**src/rtl/axi_lite_pkg.sv**
```systemverilog
// axi_lite_pkg: shared AXI4-Lite response codes and read-router FSM state encoding
package axi_lite_pkg;
  localparam logic [1:0] RESP_OKAY   = 2'b00;
  localparam logic [1:0] RESP_SLVERR = 2'b10;
  localparam logic [1:0] RESP_DECERR = 2'b11;
  typedef enum logic [1:0] {IDLE, ADDR, DATA, RESP} rd_state_e;
endpackage

```
**src/rtl/axi_addr_decoder.sv**
```systemverilog
// axi_addr_decoder: fixed map addr -> one-hot target (port0 <0x1000_0000, port1 <0x4000_0000, port2 otherwise); misroute when no bit survives AXI_PORT_NUM
module axi_addr_decoder
  import axi_lite_pkg::*;
#(
  parameter int AXI_ADDR_WIDTH = 32,
  parameter int AXI_PORT_NUM   = 3
) (
  input  logic [AXI_ADDR_WIDTH-1:0] addr,
  output logic [AXI_PORT_NUM-1:0]   target,
  output logic                      misroute
);
  logic lo, mid, hi;
  assign lo  = addr < AXI_ADDR_WIDTH'(32'h1000_0000);
  assign mid = !lo && addr < AXI_ADDR_WIDTH'(32'h4000_0000);
  assign hi  = !lo && !mid;
  always_comb begin
    target = '0;
    for (int k = 0; k < AXI_PORT_NUM; k++)
      target[k] = k == 0 ? lo : k == 1 ? mid : k == 2 ? hi : 1'b0;
  end
  assign misroute = target == '0;
endmodule

```
**src/rtl/axi_lite_rd_router.sv**
```systemverilog
// axi_lite_rd_router: single-outstanding AXI4-Lite read router (s_* master side, m_* one-hot slave ports, DECERR for unmapped; err_cnt_o with AXI_RD_ROUTER_ERR_CNT_EN)
module axi_lite_rd_router
  import axi_lite_pkg::*;
#(
  parameter int AXI_ADDR_WIDTH = 32,
  parameter int AXI_DATA_WIDTH = 32,
  parameter int AXI_PORT_NUM   = 3
) (
  input  logic                                   clk_i,
  input  logic                                   rst_i,
  input  logic [AXI_ADDR_WIDTH-1:0]              s_araddr_i,
  input  logic                                   s_arvalid_i,
  output logic                                   s_arready_o,
  output logic [AXI_DATA_WIDTH-1:0]              s_rdata_o,
  output logic [1:0]                             s_rresp_o,
  output logic                                   s_rvalid_o,
  input  logic                                   s_rready_i,
  output logic [AXI_ADDR_WIDTH-1:0]              m_araddr_o,
  output logic [AXI_PORT_NUM-1:0]                m_arvalid_o,
  input  logic [AXI_PORT_NUM-1:0]                m_arready_i,
  input  logic [AXI_PORT_NUM*AXI_DATA_WIDTH-1:0] m_rdata_i,
  input  logic [2*AXI_PORT_NUM-1:0]              m_rresp_i,
  input  logic [AXI_PORT_NUM-1:0]                m_rvalid_i,
  output logic [AXI_PORT_NUM-1:0]                m_rready_o
`ifdef AXI_RD_ROUTER_ERR_CNT_EN
  ,output logic [15:0]                           err_cnt_o
`endif
);
  rd_state_e state_q, state_d;
  logic [AXI_ADDR_WIDTH-1:0] addr_q;
  logic [AXI_PORT_NUM-1:0] sel_q, dec_sel;
  logic dec_err, ar_hs, ar_done, r_done;
  logic [AXI_DATA_WIDTH-1:0] rdata_q, mux_data;
  logic [1:0] rresp_q, mux_resp;
  axi_addr_decoder #(.AXI_ADDR_WIDTH(AXI_ADDR_WIDTH), .AXI_PORT_NUM(AXI_PORT_NUM)) u_dec (
    .addr(s_araddr_i), .target(dec_sel), .misroute(dec_err)
  );
  assign ar_hs   = state_q == IDLE && s_arvalid_i;
  assign ar_done = state_q == ADDR && |(m_arready_i & sel_q);
  assign r_done  = state_q == DATA && |(m_rvalid_i & sel_q);
  always_comb begin
    mux_data = '0;
    mux_resp = '0;
    for (int k = 0; k < AXI_PORT_NUM; k++) begin
      mux_data |= m_rdata_i[k*AXI_DATA_WIDTH +: AXI_DATA_WIDTH] & {AXI_DATA_WIDTH{sel_q[k]}};
      mux_resp |= m_rresp_i[k*2 +: 2] & {2{sel_q[k]}};
    end
  end
  always_comb begin
    state_d = state_q;
    case (state_q)
      IDLE:    state_d = s_arvalid_i ? (dec_err ? RESP : ADDR) : IDLE;
      ADDR:    state_d = ar_done ? DATA : ADDR;
      DATA:    state_d = r_done ? RESP : DATA;
      default: state_d = s_rready_i ? IDLE : RESP;
    endcase
  end
  always_ff @(posedge clk_i or posedge rst_i)
    if (rst_i) state_q <= IDLE;
    else state_q <= state_d;
  always_ff @(posedge clk_i or posedge rst_i)
    if (rst_i) begin
      addr_q  <= '0;
      sel_q   <= '0;
      rdata_q <= '0;
      rresp_q <= RESP_OKAY;
    end else if (ar_hs) begin
      addr_q <= s_araddr_i;
      sel_q  <= dec_sel;
      if (dec_err) begin
        rdata_q <= '0;
        rresp_q <= RESP_DECERR;
      end
    end else if (r_done) begin
      rdata_q <= mux_data;
      rresp_q <= mux_resp;
    end
  assign s_arready_o = state_q == IDLE;
  assign s_rvalid_o  = state_q == RESP;
  assign s_rdata_o   = rdata_q;
  assign s_rresp_o   = rresp_q;
  assign m_araddr_o  = addr_q;
  assign m_arvalid_o = state_q == ADDR ? sel_q : '0;
  assign m_rready_o  = state_q == DATA ? sel_q : '0;
`ifdef AXI_RD_ROUTER_ERR_CNT_EN
  always_ff @(posedge clk_i or posedge rst_i)
    if (rst_i) err_cnt_o <= '0;
    else if (ar_hs && dec_err && err_cnt_o != 16'hFFFF) err_cnt_o <= err_cnt_o + 16'd1;
`endif
endmodule

```
**config.mk**
```make
export PLATFORM = sky130hd
export DESIGN_NAME = axi_lite_rd_router
export DESIGN_NICKNAME = d
export VERILOG_FILES = /design/src/rtl/axi_lite_pkg.sv /design/src/rtl/axi_addr_decoder.sv /design/src/rtl/axi_lite_rd_router.sv
export SDC_FILE = /design/constraint.sdc
export NUM_CORES = 1
export LEC_CHECK = 0
export CORE_ASPECT_RATIO = 0.75
export CORE_UTILIZATION = 35
export DETAILED_ROUTE_END_ITERATION = 6
export PLACE_DENSITY = 0.89
export SYNTH_ARGS = -nofsm -noshare
export SYNTH_HDL_FRONTEND = slang
export SYNTH_SLANG_ARGS = --single-unit
```
**constraint.sdc**
```tcl
create_clock -name clk_i -period 3.9 [get_ports clk_i]
set_clock_uncertainty 0.05 [all_clocks]
set_input_delay 1.17 -clock clk_i [delete_from_list [all_inputs] [get_ports clk_i]]
set_output_delay 1.17 -clock clk_i [all_outputs]
set_load 0.01 [all_outputs]
```
==> results of run 1 <==
-- layout make-up --
cell class / count / area (um^2) / share of cell area [%]
Sequential cell: 71 / 1777 / 31.25
Timing Repair Buffer: 224 / 2237 / 39.35
Clock buffer: 10 / 239.0 / 4.203
Tap cell: 108 / 135.1 / 2.377
Multi-Input combinational cell: 163 / 1230 / 21.63
Inverter: 2 / 7.507 / 0.1320
Clock inverter: 6 / 60.06 / 1.056
-- synthesized netlist by cell type, drive strengths merged --
cell	n
a2bb2oi	1
nor2	5
a222oi	36
a21oi	1
inv	2
and2	6
dfrtp	71
o211ai	1
nor4	1
nand2b	1
clkbuf	19
nor3b	1
o21ai	69
or2b	1
buf	8
o32ai	1
nand2	2
nor2b	4
mux2	33
-- per-stage QoR --
stage | instances | util (%) | worst slack, ns
final | 584 | 66.39 | 0.7709
after global routing | 584 | 66.39 | 0.6853
after global placement | 568 | 62.90 | 1.020
after floorplan | 263 | - | 0.8834
after detailed placement | 568 | 62.90 | 0.8804
after CTS | 584 | 66.39 | 0.7636
-- flip-flops by register name (all words and copies together), names as in the netlist --
signal	flops
s_rdata_o	32
s_rresp_o	2
state_q	2
m_araddr_o	32
sel_q	3
-- power breakdown --
part | total, uW | leakage [uW] | switching [uW] | internal (uW)
Combinational | 1940 | 0.00121 | 820 | 1120
Sequential | 1360 | 0.000866 | 266 | 1100
Clock | 800 | 0.000144 | 292 | 508
-- kinds of logic after synthesis --
family                 after synthesis
flip-flops                          71
AO/OA/AOI/OAI                      109
AND/OR/NAND/NOR                     21
multiplexers                        33
buffers and inverters               29
-- worst paths after layout --
check / endpoint / slack, ns / depth (start not counted)
max in group asynchronous: m_araddr_o[9] / 1.92 / 3
setup / recovery: m_rready_o[1] / 0.77 / 3
setup reg to reg: s_rdata_o[28] / 1.81 / 3
min in group asynchronous: s_rdata_o[4] / 1.23 / 2
hold reg to reg: m_araddr_o[0] / 0.45 / 1
hold / removal: m_araddr_o[0] / 0.45 / 1
-- worst max-delay path, cell delays in order (launching register included) --
cell             delay [ns]
dfrtp_1                0.76
inv_1                  0.12
nor2_1                 0.13
clkdlybuf4s50_1        0.57
-- per-layer routing --
metal / GRT usage [%] / share of wire [%] / vias up
met1: 25.69 / 38 / 1523
met2: 40.23 / 51 / 147
met4: 6.757 / 1.3 / 0
li1: - / - / 1448
met5: 0 / 0 / -
met3: 7.771 / 9.4 / 13
==> summary.md, run 1 <==
| Metric | Value |
|---|---|
| Clock H-tree levels | 3 |
| Max Cap Violations | 0 |
| CTS buffer count | 9 |
| Vias per cell | 5.361 |
| Postcts setup bufs | 0 |
| Hold path startpoint | m_araddr_o[0] |
| Worst skew pair latency | 0.32 ns |
| Initial antenna violation count | 0 |
| Seq/Total Area, Yosys | 56.60% |
| Syn nets | 407 |
| Synth top area cells | dfrtp_1, mux2_2, a222oi_1 |
| # clock sinks | 71 |
| Final setup vio count | 0 |
| Avg Cell Area, Syn | 11.94 um^2 |
| Die ar. | 9356 um^2 |
| DPL Wire Length | 7647 um |
| Row cnt | 29 |
| Core Area | 8563 um^2 |
| Synth Area in Simple Gates | 3.747% |
| Clk slew on worst S/H paths | 0.06 ns |
| Die X | 111.4 um |
| Post-synthesis mux area share | 11.84% |
| Most frequent cells in the layout | clkdlybuf4s50_1, dfrtp_1, o21ai_0 |
| Crit Path Category | register to primary output |
| Final GP Congestion | 0.7346 |
| VDD IR max | 0.0004078 V |
| Final Cell Area | 5685 um^2 |
| Slew Limit Headroom | 53.15% |
| # fillers | 662 |
| GRT Residual Overflow | 0 |
| DRT iter0 DRCs | 234 |
| Period utilization | 80.23% |
| Antenna-violating nets left | 0 |
| Yosys top cell by area | dfrtp_1 |
| Setup TNS | 0 ns |
| Fin nets | 615 |
| Critical Path Start | sel_q[1] |
| Slew @ Worst Pin | 0.7018 ns |
| Drt total wl | 10340 um |
| CTS tree | done |
| First-pass DRT Iterations | 7 |
| Synth warn | 0 |
| Diode count | 0 |
| Area growth from synthesis to layout | 81.11% |
| Failing checks | design-rule violations |
| Hold WC Path Type | register to register |
| Worst Path Required | 2.68 ns |
| Library cells used by synthesis | 21 |
| Initial Util | 36.66% |
| Mapped cell area | 3139 um^2 |
| XOR/XNOR share of the synthesized area | 0% |
| Status | complete, but fails checks |
| Arr. time, crit path | 1.91 ns |
| Via count | 3131 |
| Most common cell after layout, fill and taps aside | clkdlybuf4s50_1 |
| Share of the synthesized area in the top cell type | 56.60% |
| Critical path endpoint category | primary output |
| Max Clk Rate | 319.6 MHz |
| Power per cell area | 722.0 nW/um^2 |
| Root Driver | clkbuf_16 |
| Gr usage total | 22.64% |
| Compound-gate portion of the synthesized area | 23.44% |
| Max-slew violation count | 0 |
| Post-cts gate resize count | 0 |
| Clock Path Buffers | 2 |
| Largest net degree at the start of global routing | 40 |
| Critical Path Fanout Max | 19 |
| Gate Count Post-Synth | 263 |
| CP Launch Type | register |
| Hold Vio Cnt, Final | 0 |
| Layout cell share with drive strength beyond 1 | 12.39% |
| Chip height | 84.02 um |
| Ports | 218 |
| Adder-Cell Fraction of Synth Area | 0% |
| # hold bufs at CTS | 0 |
| Worst hold slack | 0.4541 ns |
| Wire length per cell | 17.71 um |
| Total Power | 4105 uW |
| Min Tclk post-route | 3.129 ns |
| Vias in the first global route | 3234 |
| RSZ-0062 raised after global routing | no |
| I/O Buffers | 217 |
| Placed Area | 5386 um^2 |
| Post-route DRC | 30 |
| Global-route wire length before repair | 16620 um |
| Pleak | 0.002225 uW |
| RR Startpoint | sel_q[1] |
| Largest family of logic cells by synthesized area | compound AO/OA/AOI/OAI gates |
| Synthesis-stage register bit count | 71 |
Note: power is estimated with default switching activity, not from simulation.
==> run 2: changes to the inputs <==
- CORE_UTILIZATION: 35 -> 32
- PLACE_DENSITY: 0.89 -> 0.86
- clock period: 3.9 -> 2.7 ns (I/O delays scaled with it)
==> run 2 against run 1 <==
  * The flow now finishes without violations
  * Combinational power rose by 52%
  * Final area rose by 1.4%
  * Sequential power increased by 37%
  * Core utilization fell by 4.2 points
  * First-iteration DRC count is 11% higher
  * Power increased by 46%
  * Count of clock-buffer cells in the layout up 2
  * Largest cell class unchanged
==> summary.md, run 2 (same netlist as run 1, synthesis figures left out) <==
| Metric | Value |
|---|---|
| Status | finished clean |
| Via count | 3177 |
| Core Area | 9271 um^2 |
| Max Cap Violations | 0 |
| Setup TNS | 0 ns |
| Clock H-tree levels | 3 |
| Vias in the first global route | 3287 |
| Period utilization | 94.46% |
| Clk slew on worst S/H paths | 0.05 ns |
| Drt total wl | 10370 um |
| Critical path endpoint category | primary output |
| VDD IR max | 0.0004829 V |
| Power per cell area | 1036 nW/um^2 |
| Post-layout util | 62.16% |
| Row cnt | 30 |
| Max Clk Rate | 392.1 MHz |
| Arr. time, crit path | 1.69 ns |
| Die X | 116.4 um |
| Setup ws final | 0.1495 ns |
| Wire length per cell | 17.01 um |
| CP Launch Type | register |
| Hold WC Path Type | register to register |
| Pre-CTS worst setup slack | 0.2424 ns |
| Reg-to-reg setup timing slack | 0.85 ns |
| Fin nets | 621 |
| Crit Path Category | register to primary output |
| Total Power | 5973 uW |
| Clock Path Buffers | 2 |
| RSZ-0062 raised after global routing | no |
| Hold Vio Cnt, Final | 0 |
| Die ar. | 10210 um^2 |
| GR Util met2 | 36.63% |
| CTS tree | done |
| First-pass DRT Iterations | 7 |
| DPL Wire Length | 7870 um |
| Min Tclk post-route | 2.550 ns |
| Initial antenna violation count | 0 |
| DRT iter0 DRCs | 259 |
| Final GP Congestion | 0.7323 |
| Initial Util | 33.86% |
| Slew @ Worst Pin | 0.4591 ns |
| GR peak layer | met2 |
| Worst Path Required | 1.84 ns |
| Area growth from synthesis to layout | 83.58% |
| Vias per cell | 5.208 |
| Critical Path Fanout Max | 10 |
| Placed Area | 5469 um^2 |
| Final setup vio count | 0 |
| Diode count | 0 |
| Chip height | 87.78 um |
| Hold depth | 2 |
| GRT met3 Usage | 6.090% |
| Post-route DRC | 0 |
| Postcts setup bufs | 0 |
| Final Cell Area | 5763 um^2 |
| # fillers | 734 |
| Global-route wire length before repair | 15760 um |
| Most common cell after layout, fill and taps aside | clkdlybuf4s50_1 |
| Antenna-violating nets left | 0 |
| CTS buffer count | 9 |
| Worst skew pair latency | 0.32 ns |
| Max-slew violation count | 0 |
| # clock sinks | 71 |
| Slew Limit Headroom | 69.39% |
| Worst R2R Path Depth | 6 |
| Gr usage total | 20.34% |
| Largest net degree at the start of global routing | 38 |
| Root Driver | clkbuf_16 |
| Pleak | 0.002259 uW |
| Ports | 218 |
| Layout cell share with drive strength beyond 1 | 13.49% |
| I/O Buffers | 217 |
| Met1 Use GR | 22.34% |
| GRT Residual Overflow | 0 |
| Most frequent cells in the layout | clkdlybuf4s50_1, dfrtp_1, o21ai_0 |
-- run 2: cell count changes in the layout (fill, tap and decap cells not counted), sizes merged --
| cell | before | now |
|---|---|---|
| clkinvlp | 2 | 0 |
| clkbuf | 10 | 12 |
| buf | 7 | 13 |
-- run 2: metal layers --
metal	vias to the layer above	wire length, um
met5	-	0
met3	23	914
met1	1531	4070
li1	1465	-
met4	0	274
met2	158	5115
-- run 2: worst max-delay path, stage by stage, from the launching register on --
cell and delay (ns):
dfrtp_2 0.44, nor2b_1 0.21, and2_1 0.15, clkdlybuf4s50_1 0.58
-- run 2: path summary, 6_finish.rpt --
kind,from,to
min,s_rdata_o[27],s_rdata_o[27]
max in group asynchronous,rst_i,state_q[0]
max,state_q[0],m_arvalid_o[1]
min in group asynchronous,rst_i,m_araddr_o[5]
max reg2reg,sel_q[2],s_rdata_o[2]
min reg2reg,s_rdata_o[27],s_rdata_o[27]
-- run 2: through the flow --
step	std cells	hold slack, ns
after detailed placement	594	0.4432
after floorplan	263	0.4901
after global routing	610	0.4702
after global placement	594	0.4324
after CTS	610	0.4577
final	610	0.4509
-- run 2: cell type report --
class,instances,area [um^2],area share (%)
multi-input cells,163,1230,21.34
inverters,2,7.507,0.1303
clock buffers,12,246.5,4.277
clock inverters,4,45.04,0.7816
repair buffers,230,2295,39.82
well taps,128,160.2,2.779
flip-flops and latches,71,1779,30.87
-- run 2: power breakdown --
part           internal, uW  switching, uW
clock                   735            412
combinational          1680           1270
sequential             1590            284
total                  4010           1970
-- run 2: what timing repair did --
item | CTS | global route
resized for setup | 0 | 2
hold buffers | 0 | 0
endpoints found under the setup margin | 0 | 5
==> run 3: changes to the inputs <==
- RECOVER_POWER: default -> 100
==> run 3 against run 2 <==
  * Core utilization shrank 0.31 points
  * Critical path depth is the same
  * Combinational power decreased by 7.1%
  * Sequential share of layout area up 0.15 points
  * Non-clock buffer count unchanged
  * Final area is 0.50% lower
  * Maximum frequency shrank 0.33%
  * Power down 4.1%
  * First-iteration DRC count fell by 0.39%
  * Setup slack got worse by 0.0084 ns
  * Largest cell class unchanged
  * Largest power group unchanged
==> summary.md, run 3 (same netlist as run 1, synthesis figures left out) <==
| Metric | Value |
|---|---|
| Status | finished clean |
| Initial antenna violation count | 0 |
| Max Clk Rate | 390.8 MHz |
| DRT iter0 DRCs | 258 |
| Clock Path Buffers | 2 |
| Hold Vio Cnt, Final | 0 |
| # hold bufs at CTS | 0 |
| Worst R2R Path Depth | 6 |
| Finished Layout Cells | 610 |
| Delay-heaviest family, CP | buffers and inverters |
| Initial Util | 33.86% |
| Clock H-tree levels | 3 |
| Period utilization | 94.78% |
| Root Driver | clkbuf_16 |
| Cell depth of the worst setup path | 3 |
| Row cnt | 30 |
| Global-route wire length before repair | 15760 um |
| RSZ-0062 raised after global routing | no |
| CP Launch Type | register |
| # fillers | 740 |
| Vias per cell | 5.197 |
| Worst skew pair latency | 0.32 ns |
| Pleak | 0.002315 uW |
| Setup TNS | 0 ns |
| Inst Count DP | 594 |
| Hold depth | 2 |
| Final Cell Area | 5734 um^2 |
| Antenna-violating nets left | 0 |
| VDD IR max | 0.0004672 V |
| Core Area | 9271 um^2 |
| First-pass DRT Iterations | 5 |
| Min Tclk post-route | 2.559 ns |
| Postcts setup bufs | 0 |
| Max Cap Violations | 0 |
| CTS buffer count | 9 |
| Power per cell area | 998.9 nW/um^2 |
| Chip height | 87.78 um |
| Crit-path cells | nand2b_1 > nor2_1 > dlygate4sd3_1 |
| Final setup vio count | 0 |
| Wire length per cell | 16.87 um |
| Slowest cell on the critical path | dlygate4sd3_1 |
| Diode count | 0 |
| Crit Path Category | register to primary output |
| DPL Wire Length | 7870 um |
| Die ar. | 10210 um^2 |
| Via count | 3170 |
| Placed Area | 5469 um^2 |
| CTS tree | done |
| Largest net degree at the start of global routing | 38 |
| I/O Buffers | 217 |
| Critical path endpoint category | primary output |
| Worst path max stage delay | 0.64 ns |
| GRT Residual Overflow | 0 |
| Clk slew on worst S/H paths | 0.05 ns |
| Layout cell share with drive strength beyond 1 | 12.86% |
| Die X | 116.4 um |
| Worst Path Required | 1.84 ns |
| Final GP Congestion | 0.7323 |
| Vias in the first global route | 3287 |
| Ports | 218 |
| Arr. time, crit path | 1.70 ns |
| Most frequent cells in the layout | clkdlybuf4s50_1, dlygate4sd3_1, dfrtp_1 |
| Area growth from synthesis to layout | 82.66% |
| # clock sinks | 71 |
| Gr usage total | 20.34% |
| Slew Limit Headroom | 40.58% |
| Drt total wl | 10290 um |
| Bufs and invs on worst path | 1 |
| Critical Path Fanout Max | 10 |
| Most common cell after layout, fill and taps aside | clkdlybuf4s50_1 |
| Post-route DRC | 0 |
| Max-slew violation count | 0 |
| Slew @ Worst Pin | 0.8914 ns |
| Fin nets | 621 |
| Hold WC Path Type | register to register |
## run 3: cell count changes in the layout (fill, tap and decap cells not counted), moves of 3 or more
cell             previous run  this run
clkdlybuf4s50_1           217       147
o21ai_1                    11         5
o21ai_0                    58        64
buf_4                      11         8
clkbuf_2                    0         3
and2_0                      0         4
and2_1                      6         2
dlygate4sd3_1               0        70
## run 3: repair_timing
item | in CTS | in global routing
setup endpoints to repair | 0 | 5
endpoints found under the hold margin | 0 | 0
resized for setup | 0 | 2
## run 3: power by group
part | internal, uW | switching [uW] | leakage (uW) | total (uW)
Clock | 735 | 411 | 0.000146 | 1150
Combinational | 1480 | 1260 | 0.00130 | 2740
Sequential | 1590 | 257 | 0.000864 | 1840
## run 3: worst min-delay path: stages, from the launching register on
cell,delay (ns)
dfrtp_1,0.33
o21ai_0,0.07
o21ai_0,0.06
## run 3: stage by stage
step | power (uW) | worst slack, ns | hold slack [ns] | util [%]
detailed placement | 4865 | 0.2424 | 0.4432 | 58.99
floorplan | 3231 | 0.04343 | 0.4901 | -
global placement | 4749 | 0.2904 | 0.4324 | 58.99
global route | 6121 | 0.05009 | 0.4644 | 61.85
CTS | 6037 | 0.04164 | 0.4577 | 62.13
finish | 5728 | 0.1411 | 0.4461 | 61.85
## run 3: path summary, 6_finish.rpt
| path | end | slack [ns] | from |
|---|---|---|---|
| max | m_rready_o[1] | 0.14 | state_q[0] |
| min | s_rdata_o[27] | 0.45 | s_rdata_o[27] |
| max reg2reg | s_rdata_o[2] | 0.56 | sel_q[2] |
| min reg2reg | s_rdata_o[27] | 0.45 | s_rdata_o[27] |
| max in group asynchronous | state_q[0] | 0.83 | rst_i |
| min in group asynchronous | m_araddr_o[5] | 1.16 | rst_i |
## run 3: layer usage
layer  GRT usage [%]  wire, um  up-vias  share of wire [%]
met5               0         0        -                  0
met4           8.741       287        0                2.8
met3           6.090       881       21                8.6
met2           36.63      5095      150                 50
met1           22.34      4027     1533                 39
li1                -         -     1466                  -
## run 3: final cells by class
cell class / instances / area (um^2) / share of cell area, %
clock buffer: 12 / 246.5 / 4.298
clock inverter: 4 / 45.04 / 0.7855
inverter: 2 / 7.507 / 0.1309
multi-input combinational: 163 / 1225 / 21.36
sequential: 71 / 1779 / 31.03
tap: 128 / 160.2 / 2.793
timing repair buffer: 230 / 2271 / 39.60
